`src/rtl/limb_pkg.sv`:
```
// Shared definitions for the load/store unit.
// FSM encoding plus lane and word geometry.
package limb_pkg;

   typedef enum logic [2:0] {
      ST_IDLE,
      ST_READ,
      ST_WAIT,
      ST_WRITE,
      ST_RESP
   } lsu_state_t;

   localparam int LANE_W     = 8;
   localparam int LANE_SHIFT = 3;
   localparam int WORD_SHIFT = 2;

   localparam logic [31:0] LANE_MASK = 32'((1 << LANE_W) - 1);

   function automatic logic [4:0] lane_bit_ofs(input logic [1:0] lane);
      return 5'(lane) << LANE_SHIFT;
   endfunction

endpackage

```
`src/rtl/byte_lane_unit.sv`:
```
// Little-endian byte lane extract (for loads) and merge (for stores).
// Purely combinational.
module byte_lane_unit
   import limb_pkg::*;
(
   input  logic [31:0] i_word,
   input  logic [1:0]  i_lane,
   input  logic [7:0]  i_byte,
   output logic [31:0] o_extract,
   output logic [31:0] o_merge
);

   logic [4:0]  w_shift;
   logic [31:0] w_mask;

   assign w_shift   = lane_bit_ofs(i_lane);
   assign w_mask    = LANE_MASK << w_shift;
   assign o_extract = (i_word >> w_shift) & LANE_MASK;
   assign o_merge   = (i_word & ~w_mask) | (32'(i_byte) << w_shift);

endmodule

```
`src/rtl/load_store_unit.sv`:
```
// Single-outstanding load/store unit in front of a synchronous RAM.
// Byte stores are done as read-modify-write of the containing word.
module load_store_unit
   import limb_pkg::*;
#(
   parameter int MEM_WORDS = 8192
) (
   input  logic        clk,
   input  logic        rst,
   input  logic        req_valid,
   output logic        req_ready,
   input  logic        req_load,
   input  logic        req_byte,
   input  logic [31:0] req_addr,
   input  logic [31:0] req_wdata,
   input  logic [3:0]  req_rd,
   output logic        rsp_valid,
   output logic [31:0] rsp_rdata,
   output logic [3:0]  rsp_rd,
   output logic        rsp_fault,
   output logic [31:0] ram_a,
   output logic [31:0] ram_din,
   output logic        ram_rw,
   input  logic [31:0] ram_dout
);

   lsu_state_t  r_state;
   logic        r_load;
   logic        r_byte;
   logic [1:0]  r_lane;
   logic [7:0]  r_wbyte;
   logic [3:0]  r_rd;

   logic [31:0] w_idx;
   logic        w_fault;
   logic [31:0] w_extract;
   logic [31:0] w_merge;

   assign w_idx   = req_addr >> WORD_SHIFT;
   assign w_fault = (!req_byte && (req_addr[1:0] != 2'b00))
                  || (w_idx >= 32'(MEM_WORDS));

   byte_lane_unit u_lane (
      .i_word    (ram_dout),
      .i_lane    (r_lane),
      .i_byte    (r_wbyte),
      .o_extract (w_extract),
      .o_merge   (w_merge)
   );

   always_ff @(posedge clk) begin
      if (rst) begin
         r_state   <= ST_IDLE;
         r_load    <= 1'b0;
         r_byte    <= 1'b0;
         r_lane    <= 2'b00;
         r_wbyte   <= 8'h00;
         r_rd      <= 4'h0;
         req_ready <= 1'b1;
         rsp_valid <= 1'b0;
         rsp_rdata <= 32'h0;
         rsp_rd    <= 4'h0;
         rsp_fault <= 1'b0;
         ram_a     <= 32'h0;
         ram_din   <= 32'h0;
         ram_rw    <= 1'b0;
      end else begin
         unique case (r_state)
            ST_IDLE: begin
               if (req_valid) begin
                  r_load    <= req_load;
                  r_byte    <= req_byte;
                  r_lane    <= req_addr[1:0];
                  r_wbyte   <= req_wdata[7:0];
                  r_rd      <= req_rd;
                  req_ready <= 1'b0;
                  if (w_fault) begin
                     r_state   <= ST_RESP;
                     rsp_valid <= 1'b1;
                     rsp_fault <= 1'b1;
                     rsp_rdata <= 32'h0;
                     rsp_rd    <= req_rd;
                  end else if (req_load || req_byte) begin
                     r_state <= ST_READ;
                     ram_a   <= w_idx;
                  end else begin
                     r_state <= ST_WRITE;
                     ram_a   <= w_idx;
                     ram_din <= req_wdata;
                     ram_rw  <= 1'b1;
                  end
               end
            end
            ST_READ: begin
               r_state <= ST_WAIT;
            end
            ST_WAIT: begin
               // ram_dout now holds the word addressed in READ
               if (r_load) begin
                  r_state   <= ST_RESP;
                  rsp_valid <= 1'b1;
                  rsp_fault <= 1'b0;
                  rsp_rdata <= r_byte ? w_extract : ram_dout;
                  rsp_rd    <= r_rd;
               end else begin
                  r_state <= ST_WRITE;
                  ram_din <= w_merge;
                  ram_rw  <= 1'b1;
               end
            end
            ST_WRITE: begin
               r_state   <= ST_RESP;
               ram_rw    <= 1'b0;
               rsp_valid <= 1'b1;
               rsp_fault <= 1'b0;
               rsp_rdata <= 32'h0;
               rsp_rd    <= r_rd;
            end
            ST_RESP: begin
               r_state   <= ST_IDLE;
               rsp_valid <= 1'b0;
               req_ready <= 1'b1;
            end
            default: begin
               r_state   <= ST_IDLE;
               rsp_valid <= 1'b0;
               ram_rw    <= 1'b0;
               req_ready <= 1'b1;
            end
         endcase
      end
   end

endmodule

```
`config.mk`:
```
export PLATFORM = sky130hd
export DESIGN_NAME = load_store_unit
export DESIGN_NICKNAME = d
export VERILOG_FILES = /design/src/rtl/limb_pkg.sv /design/src/rtl/byte_lane_unit.sv /design/src/rtl/load_store_unit.sv
export SDC_FILE = /design/constraint.sdc
export NUM_CORES = 1
export LEC_CHECK = 0
export CAP_MARGIN = 20
export CORE_UTILIZATION = 49
export DETAILED_ROUTE_END_ITERATION = 10
export PLACE_DENSITY = 0.83
export SLEW_MARGIN = 20
export SYNTH_ARGS = -nofsm -noshare
export SYNTH_HDL_FRONTEND = slang
export SYNTH_SLANG_ARGS = --single-unit
```
`constraint.sdc`:
```
create_clock -name clk -period 4.8 [get_ports clk]
set_input_delay 1.44 -clock clk [delete_from_list [all_inputs] [get_ports clk]]
set_output_delay 1.44 -clock clk [all_outputs]
set_load 0.005 [all_outputs]
```
After elaboration in Yosys (flattened, before gate mapping)

Index checks and enable logic that the tools add are counted.

Logic and storage cells: 84
Bits in registers: 121
Input bits: 105
Output and inout bits: 104

Reduce and logical (&&, ||, !) cells: 17
Bitwise logic cells: 7
Mux-type cells: 32
Equality and inequality tests: 10
Magnitude comparators: 1
Shifts and indexed selects: 3

Operator list:

| cell                 | number |
|---|---|
| $mux 32              | 8 |
| $pmux 32 s3          | 1 |
| $pmux 32 s2          | 1 |
| $and 32x32->32       | 1 |
| $not 32->32          | 1 |
| $or 32x32->32        | 1 |
| $shl 8x5->32         | 1 |
| $shl 8x5->32 const A | 1 |
| $shr 32x5->8         | 1 |
| $ge 30x14->1 const B | 1 |
| $mux 4               | 3 |
| $ne 2x2->1 const B   | 6 |
| $pmux 3 s4           | 1 |
| $pmux 4 s3           | 1 |
| $reduce_and 5->1     | 2 |
| $mux 1               | 9 |
| $mux 3               | 3 |
| $reduce_and 4->1     | 2 |
| $eq 3x2->1 const B   | 2 |
| $pmux 1 s3           | 2 |
| $not 1->1            | 4 |
| $pmux 1 s4           | 1 |
| $reduce_and 2->1     | 2 |
| $reduce_bool 2->1    | 2 |
| other kinds (12)     | 13 |

Depth between registers and ports, before layout

Gate-level depths: netlist of the first run.

Depth in word-level cells: 6
Mapped depth: 7
Gate-level depth less buffers: 4

Hierarchy

From an unflattened synthesis of the first run, not the netlist that was laid out.

Cell total of the unflattened synthesis: 623
Area, all modules: 5858.1 sq um

By module, submodules not included:

| module          | area each (sq um) | cells an instance | sequential area each (sq um) | instances |
|---|---|---|---|---|
| load_store_unit | 5068.6            | 550               | 2422.3                       | 1 |
| byte_lane_unit  | 789.5             | 73                | 0.0                          | 1 |

Least setup slack after synthesis of the first run

No wires, ideal clock.

Path kind: input to register
Start point: in req_addr[17]
End point: reg rsp_rd[0]
Arrival: 2.712 ns
Cell stages on the path: 5
Slack: 1.965 ns
Library setup time: 0.123 ns
Cell sequence: nor3_1 nand4_4 o31ai_4 buf_6 mux2_1

Longest elaborated chain between the ends: 4

RTL lines:

| element                    | RTL line               | RTL |
|---|---|---|
| from (decl)                | load_store_unit.sv:14  | `input logic [31:0] req_addr,` |
| $ge 30x14->1               | load_store_unit.sv:41  | `\|\| (w_idx >= 32'(MEM_WORDS));` |
| $logic_or 1x1->1           | load_store_unit.sv:41  |  |
| $ne 2x2->1 (no line)       | -                      |  |
| $reduce_and 4->1 (no line) | -                      |  |
| to (signal assigned)       | load_store_unit.sv:82  | `rsp_rd <= req_rd;` |
| to (signal assigned)       | load_store_unit.sv:104 | `rsp_rd <= r_rd;` |
| to (signal assigned)       | load_store_unit.sv:117 | `rsp_rd <= r_rd;` |
| to (decl)                  | load_store_unit.sv:19  | `output logic [3:0] rsp_rd,` |

No other way between the ends.
A chain may end at the register's enable or synchronous reset.

Final worst setup path of the first run

Start point: in req_addr[17]
End point: reg ram_din[20]

Longest elaborated chain between the ends: 4

RTL lines:

| element                    | RTL line               | RTL |
|---|---|---|
| $ge 30x14->1               | load_store_unit.sv:41  |  |
| $logic_or 1x1->1           | load_store_unit.sv:41  |  |
| $ne 2x2->1 (no line)       | -                      |  |
| $reduce_and 5->1 (no line) | -                      |  |
| to (signal assigned)       | load_store_unit.sv:89  | `ram_din <= req_wdata;` |
| to (signal assigned)       | load_store_unit.sv:107 | `ram_din <= w_merge;` |
| to (decl)                  | load_store_unit.sv:22  | `output logic [31:0] ram_din,` |

No other way between the ends.

==> results of run 1 <==
## layout make-up
class	count	share of cell area, %
repair buffers	213	25.2
clock inverters	6	1.29
multi-input cells	477	36.4
flip-flops and latches	121	28.8
well taps	143	2.12
inverters	2	0.104
clock buffers	26	6.16
## final timing paths
kind	startpoint	to	depth (start not counted)
max	req_addr[17]	ram_din[20]	5
min	ram_a[14]	ram_a[14]	1
max reg2reg	r_lane[0]	ram_din[8]	4
min reg2reg	ram_a[14]	ram_a[14]	1
## cells in the mapped netlist, drive strengths merged, types with 2 or more instances
master,instances
o22ai,9
nand3,22
a211oi,2
nor2b,8
nor3,3
nand2b,3
nor4b,3
o21bai,2
and2,18
nor2,41
clkbuf,32
a311o,16
nor4,3
buf,26
a221o,8
mux2,5
inv,2
o21ai,32
a21oi,33
mux2i,92
dfxtp,121
nand2,143
a211o,17
or3,2
## metrics by stage
stage	utilization, %	cells
5_1_grt	73.5	988
6_report	73.5	988
3_3_place_gp	68.0	956
2_1_floorplan	-	658
3_5_place_dp	68.0	956
4_1_cts	73.4	988
## routing by layer
| metal | track usage (%) | wire length (um) | vias up | part of all wire, % |
|---|---|---|---|---|
| met5 | 0 | 0 | - | 0 |
| li1 | - | - | 2646 | - |
| met4 | 13.3 | 510 | 0 | 2.7 |
| met2 | 47.8 | 8630 | 354 | 46 |
| met1 | 38.0 | 7560 | 2689 | 41 |
| met3 | 9.24 | 1870 | 49 | 10 |
## cells by family after synthesis
kind of cell / Yosys count / share of synthesized area (%)
mux: 97 / 16.8
simple gates: 252 / 20.4
flops: 121 / 41.8
compound gates: 125 / 15.1
other cells: 1 / 0.0647
xor+xnor: 1 / 0.151
buf+inv: 60 / 5.59
## registers in the layout, summed over array words and instances, names as in the netlist
register,count
ram_din,32
rsp_rdata,32
ram_a,30
r_wbyte,8
r_rd,4
rsp_rd,4
r_state,3
r_lane,2
r_byte,1
r_load,1
ram_rw,1
req_ready,1
rsp_fault,1
rsp_valid,1
## worst reg2reg max path, delay by kind of cell (launching register included)
kind	cells	cell delay [ns]
AND/OR/NAND/NOR	1	0.80
flip-flops	1	0.77
AO/OA/AOI/OAI	1	0.36
multiplexers	2	0.38
## report_power, final
| part | total (W) | switching [W] | internal [W] |
|---|---|---|---|
| registers | 0.00104 | 0.0000206 | 0.00102 |
| logic | 0.000282 | 0.000135 | 0.000147 |
| clock network | 0.00134 | 0.000445 | 0.000899 |
| total | 0.00267 | 0.000601 | 0.00207 |
==> out/metrics.csv, run 1 <==
stage,metric,value,unit
global_route,grt_max_degree,75,
synthesis,synth.avg_cell_area,8.83,um2
power_and_ir_drop,p_leak,3.31,nW
cells_and_area,fill_cells,838,
cells_and_area,synthToLayoutAreaGrowth,45.2,%
timing,timing.final.ws_setup,1.40,ns
clock_network,postCtsSetupBuffers,0,
synthesis,netlist_area,5800,um2
critical_path,cp.required,5.05,ns
clock_network,tritoncts,built,
detailed_routing,wire_per_inst,18.8,um
critical_path,cp_cell_sequence,"clkdlybuf4s50_1, nor3_1, nand4_4, a211o_2, mux2i_1",
run_status,status,finished clean,
detailed_routing,via_per_inst,5.81,
critical_path,regToRegSetupSlack,2.40,ns
cells_and_area,drive_above_1_share,6.27,%
detailed_routing,drtPass1Iterations,7,
power_and_ir_drop,irDropWorstVdd,0.000237,V
clock_network,clkSlewWorstSetupHoldPaths,0.05,ns
clock_network,cts.sinks,121,
critical_path,cp-end-kind,register,
synthesis,yosysTopAreaCell,dfxtp_1,
synthesis,ys_seq_area_share,41.8,%
synthesis,synthCells,657,
critical_path,start_kind,input pin,
global_route,track_usage,30.3,%
floorplanning,core,11500,um2
global_route,grt_antenna_before_repair,0,
run,drv_cap,0,
critical_path,slowest_stage,a211o_2,
critical_path,cp_slowest_stage_delay,0.79,ns
placement,dpl.hpwl,13300,um
cells_and_area,mostFrequentLayoutCell,clkdlybuf4s50_1,
detailed_routing,ant_nets,0,
critical_path,worstSetupPathType,input pin to register,
floorplanning,die_area,12300,um2
floorplanning,rows,39,
detailed_routing,route.vias.total,5738,
floorplanning,die_width,111,um
cells_and_area,regArea,2420,um2
timing,hold_violations,0,
synthesis,synthTopCellsByArea,"dfxtp_1 42%, mux2i_1 16%, nand2_1 9.3%, a21oi_1 2.8%, a311o_1 2.8%",
timing,finalMaxSlewViolations,0,
synthesis,synth_top_area_share,41.8,%
synthesis,synthArstFlopShare,0,%
synthesis,synthDistinctLibCells,47,
clock_network,cts_buffers,17,
power_and_ir_drop,p_per_area,317,nW/um2
critical_path,worst-path-buf-inv,1,
worst_hold_path,worstHoldPathType,register to register,
synthesis,synth_ff_type,dfxtp_1,
cells_and_area,final_cell_mix,"205 x clkdlybuf4s50_1, 143 x nand2_1, 121 x dfxtp_1, 92 x mux2i_1, 41 x nor2_1",
global_route,grt_pass1_wl,29500,um
synthesis,yosys_warnings,0,
global_route,grt_pass1_vias,5657,
clock_network,ctsHoldBuffers,0,
cells_and_area,finalNetCount,937,
clock_network,clockBufferDepth,2,
timing,setup_tns,0,ns
timing,rsz0062_at_grt,false,
placement,portBuffers,206,
timing,fmax,294,MHz
clock_network,cts-root-buf,clkbuf_16,
timing,post-route-period-util,70.9,%
placement,place_ws,0.988,ns
floorplanning,initial_core_util,50.6,%
timing,slew_headroom,35.8,%
timing,period_needed,3.40,ns
timing,worst_clock_skew,0.00624,ns
critical_path,worstPathArrival,3.66,ns
power_and_ir_drop,p_total,0.00267,W
cells_and_area,antennaDiodeCount,0,
timing,hold_ws,0.456,ns
detailed_routing,drcViolationCount,0,
timing,setup_viol,0,
placement,place_area,7790,um2
cells_and_area,multiInputGateArea,3060,um2
detailed_routing,drt-total-wl,18600,um
clock_network,cts_resized,0,
clock_network,clock_latency,0.41,ns
detailed_routing,dr.first_iter.drc_count,510,
synthesis,synth_edf_count,0,
critical_path,cp_max_fo,33,
floorplanning,die_h,111,um
placement,gp_congestion,0.937,
critical_path,crit_family,compound AO/OA/AOI/OAI gates,
global_route,overflow,0,
synthesis,ys_ff_latch,121,
timing,tightest_slew,0.964,ns
clock_network,h-tree-depth,4,
floorplanning,io_pins,209,
cells_and_area,final_design_area_no_fill,8420,um2
No activity file was read; power rests on OpenSTA's default activity.
==> run 2, diff against run 1 <==
--- a/config.mk
+++ b/config.mk
@@ -6,9 +6,9 @@
 export NUM_CORES = 1
 export LEC_CHECK = 0
 export CAP_MARGIN = 20
-export CORE_UTILIZATION = 49
+export CORE_UTILIZATION = 41
 export DETAILED_ROUTE_END_ITERATION = 10
-export PLACE_DENSITY = 0.83
+export PLACE_DENSITY = 0.73
 export SLEW_MARGIN = 20
 export SYNTH_ARGS = -nofsm -noshare
 export SYNTH_HDL_FRONTEND = slang
==> constraint.sdc (replaced) <==
create_clock -name clk -period 2.78 [get_ports clk]
set_input_delay 0.834 -clock clk [delete_from_list [all_inputs] [get_ports clk]]
set_output_delay 0.834 -clock clk [all_outputs]
set_load 0.005 [all_outputs]
==> run 2 against run 1 <==
  * Clock power up 75%
  * Global-route usage down 5.1 points
  * Final area up 2.7%
  * Highest routed layer unchanged
  * First-iteration DRC count down 14%
  * Critical path type unchanged
  * Routed wire length down 3.0%
  * Combinational power up 78%
  * Count of clock-buffer cells in the layout down 2
==> out/metrics.csv, run 2 (synthesis gave the netlist of run 1 again) <==
stage,metric,value,unit,change
worst_hold_path,worstHoldPathType,register to register,,
floorplanning,initial_core_util,41.9,%,-8.6 points
critical_path,cp_slowest_stage_delay,0.75,ns,-0.04 ns
cells_and_area,stdcell_count,1042,,+5.5%
critical_path,regToRegSetupSlack,0.73,ns,-1.67 ns
cells_and_area,synthToLayoutAreaGrowth,49.1,%,
global_route,grt_pass1_vias,5419,,-4.2%
detailed_routing,ant_nets,0,,unchanged
detailed_routing,drt-total-wl,18000,um,-3.0%
critical_path,cp_max_fo,17,,-48%
clock_network,postCtsSetupBuffers,0,,unchanged
timing,worst_clock_skew,0.00864,ns,+0.00240 ns
timing,post-route-period-util,86.2,%,
floorplanning,die_area,14600,um2,+19%
timing,hold_ws,0.457,ns,+0.00113 ns
placement,place_ws,-0.0760,ns,-1.06 ns
clock_network,cts-root-buf,clkbuf_16,,
clock_network,ctsHoldBuffers,0,,unchanged
critical_path,cp.depth,5,,unchanged
placement,dp_cells,1010,,+5.6%
cells_and_area,antennaDiodeCount,0,,unchanged
critical_path,rr_worst_depth,4,,unchanged
global_route,grt_pass1_wl,28200,um,-4.5%
detailed_routing,drcViolationCount,0,,unchanged
placement,dpl.hpwl,13600,um,+2.3%
clock_network,cts_resized,0,,unchanged
cells_and_area,final_util,62.6,%,-11 points
placement,gp_congestion,0.864,,-7.8%
run,drv_cap,0,,unchanged
critical_path,r2r-end,ram_a[22],,
detailed_routing,drtPass1Iterations,5,,-2
power_and_ir_drop,p_per_area,538,nW/um2,+70%
timing,setup_tns,0,ns,unchanged
cells_and_area,mostFrequentLayoutCell,clkdlybuf4s50_1,,
global_route,overflow,0,,unchanged
critical_path,startpoint,req_byte,,
critical_path,worstSetupPathType,input pin to register,,
clock_network,clock_latency,0.42,ns,about the same
detailed_routing,dr.first_iter.drc_count,439,,-14%
floorplanning,core,13800,um2,+21%
clock_network,tritoncts,built,,
global_route,grt_antenna_before_repair,0,,unchanged
timing,tightest_slew,0.980,ns,+0.0160 ns
clock_network,cts_buffers,17,,unchanged
power_and_ir_drop,irDropWorstVdd,0.000342,V,+44%
clock_network,h-tree-depth,4,,unchanged
clock_network,clockBufferDepth,2,,unchanged
placement,portBuffers,206,,unchanged
power_and_ir_drop,p_leak,3.41,nW,+3.2%
floorplanning,io_pins,209,,unchanged
critical_path,worstPathArrival,2.75,ns,-0.91 ns
timing,setup_viol,0,,unchanged
timing,rsz0062_at_grt,false,,
global_route,track_usage,25.1,%,-5.1 points
timing,fmax,417,MHz,
detailed_routing,wire_per_inst,17.3,um,-8.0%
critical_path,cp-end-kind,register,,
cells_and_area,top_regs,"ram_din x32, rsp_rdata x32, ram_a x30",,
clock_network,cts.sinks,121,,unchanged
run_status,status,finished clean,,
critical_path,reg2reg_from,r_state[2],,
floorplanning,die_h,121,um,+9.2%
cells_and_area,final_cell_mix,"205 x clkdlybuf4s50_1, 143 x nand2_1, 121 x dfxtp_1, 92 x mux2i_1, 41 x nor2_1",,
global_route,grt_max_degree,65,,-13%
critical_path,crit_family,compound AO/OA/AOI/OAI gates,,
floorplanning,die_width,121,um,+9.2%
detailed_routing,via_per_inst,5.32,,-8.3%
critical_path,critPathCapture,ram_a[22],,
critical_path,start_kind,input pin,,
cells_and_area,finalNetCount,954,,+1.8%
worst_hold_path,min_path_cells,2,,+1
timing,slew_headroom,34.7,%,-1.1 points
cells_and_area,drive_above_1_share,8.12,%,+1.8 points
timing,finalMaxSlewViolations,0,,unchanged
critical_path,cp_cell_sequence,"clkdlybuf4s50_1, o21bai_1, and4_1, a21oi_1, and2_1",,
timing,timing.final.ws_setup,0.384,ns,-1.01 ns
critical_path,worst-path-buf-inv,1,,unchanged
clock_network,clkSlewWorstSetupHoldPaths,0.05,ns,about the same
detailed_routing,route.vias.total,5547,,-3.3%
critical_path,cp.required,3.14,ns,-1.91 ns
floorplanning,rows,43,,+10%
timing,period_needed,2.40,ns,
critical_path,slowest_stage,a21oi_1,,
timing,hold_violations,0,,unchanged
## run 2: per-stage QoR
| stage | power [W] | cell area (um2) |
|---|---|---|
| global placement | 0.00232 | 8020 |
| finish | 0.00465 | 8650 |
| CTS | 0.00468 | 8650 |
| floorplan | 0.00205 | 5800 |
| global route | 0.00481 | 8650 |
| detailed placement | 0.00233 | 8020 |
## run 2: final cells by class
type	instances	area, um2
fill	1152	5180
multi-input combinational	477	3060
sequential	121	2420
timing repair buffer	230	2300
clock buffer	24	492
tap	180	225
clock inverter	8	140
inverter	2	7.51
## run 2: routing by layer
| metal | GRT usage [%] | vias up | part of all wire (%) |
|---|---|---|---|
| li1 | - | 2680 | - |
| met1 | 30.7 | 2589 | 43 |
| met2 | 40.2 | 245 | 46 |
| met3 | 8.27 | 33 | 8.9 |
| met4 | 10.8 | 0 | 2.7 |
| met5 | 0 | - | 0 |
## run 2: worst register-to-register path: stages (launching register included)
cell	delay, ns
dfxtp_1	0.70
nor4b_4	0.09
and3_1	0.18
a21oi_1	0.78
and2_1	0.24
## run 2: report_power, final
group	switching, W	total, W	internal [W]
Sequential	0.0000343	0.00180	0.00176
Combinational	0.000232	0.000503	0.000271
Clock	0.000762	0.00235	0.00159
## run 2: worst min path at each step
stage / start / to / slack [ns]
3_5_place_dp: ram_a[26] / ram_a[26] / 0.45
3_3_place_gp: ram_a[21] / ram_a[21] / 0.44
4_1_cts: r_rd[1] / r_rd[1] / 0.46
2_1_floorplan: r_rd[0] / r_rd[0] / 0.44
5_1_grt: ram_a[15] / ram_a[15] / 0.47
6_report: rsp_rdata[24] / rsp_rdata[24] / 0.46
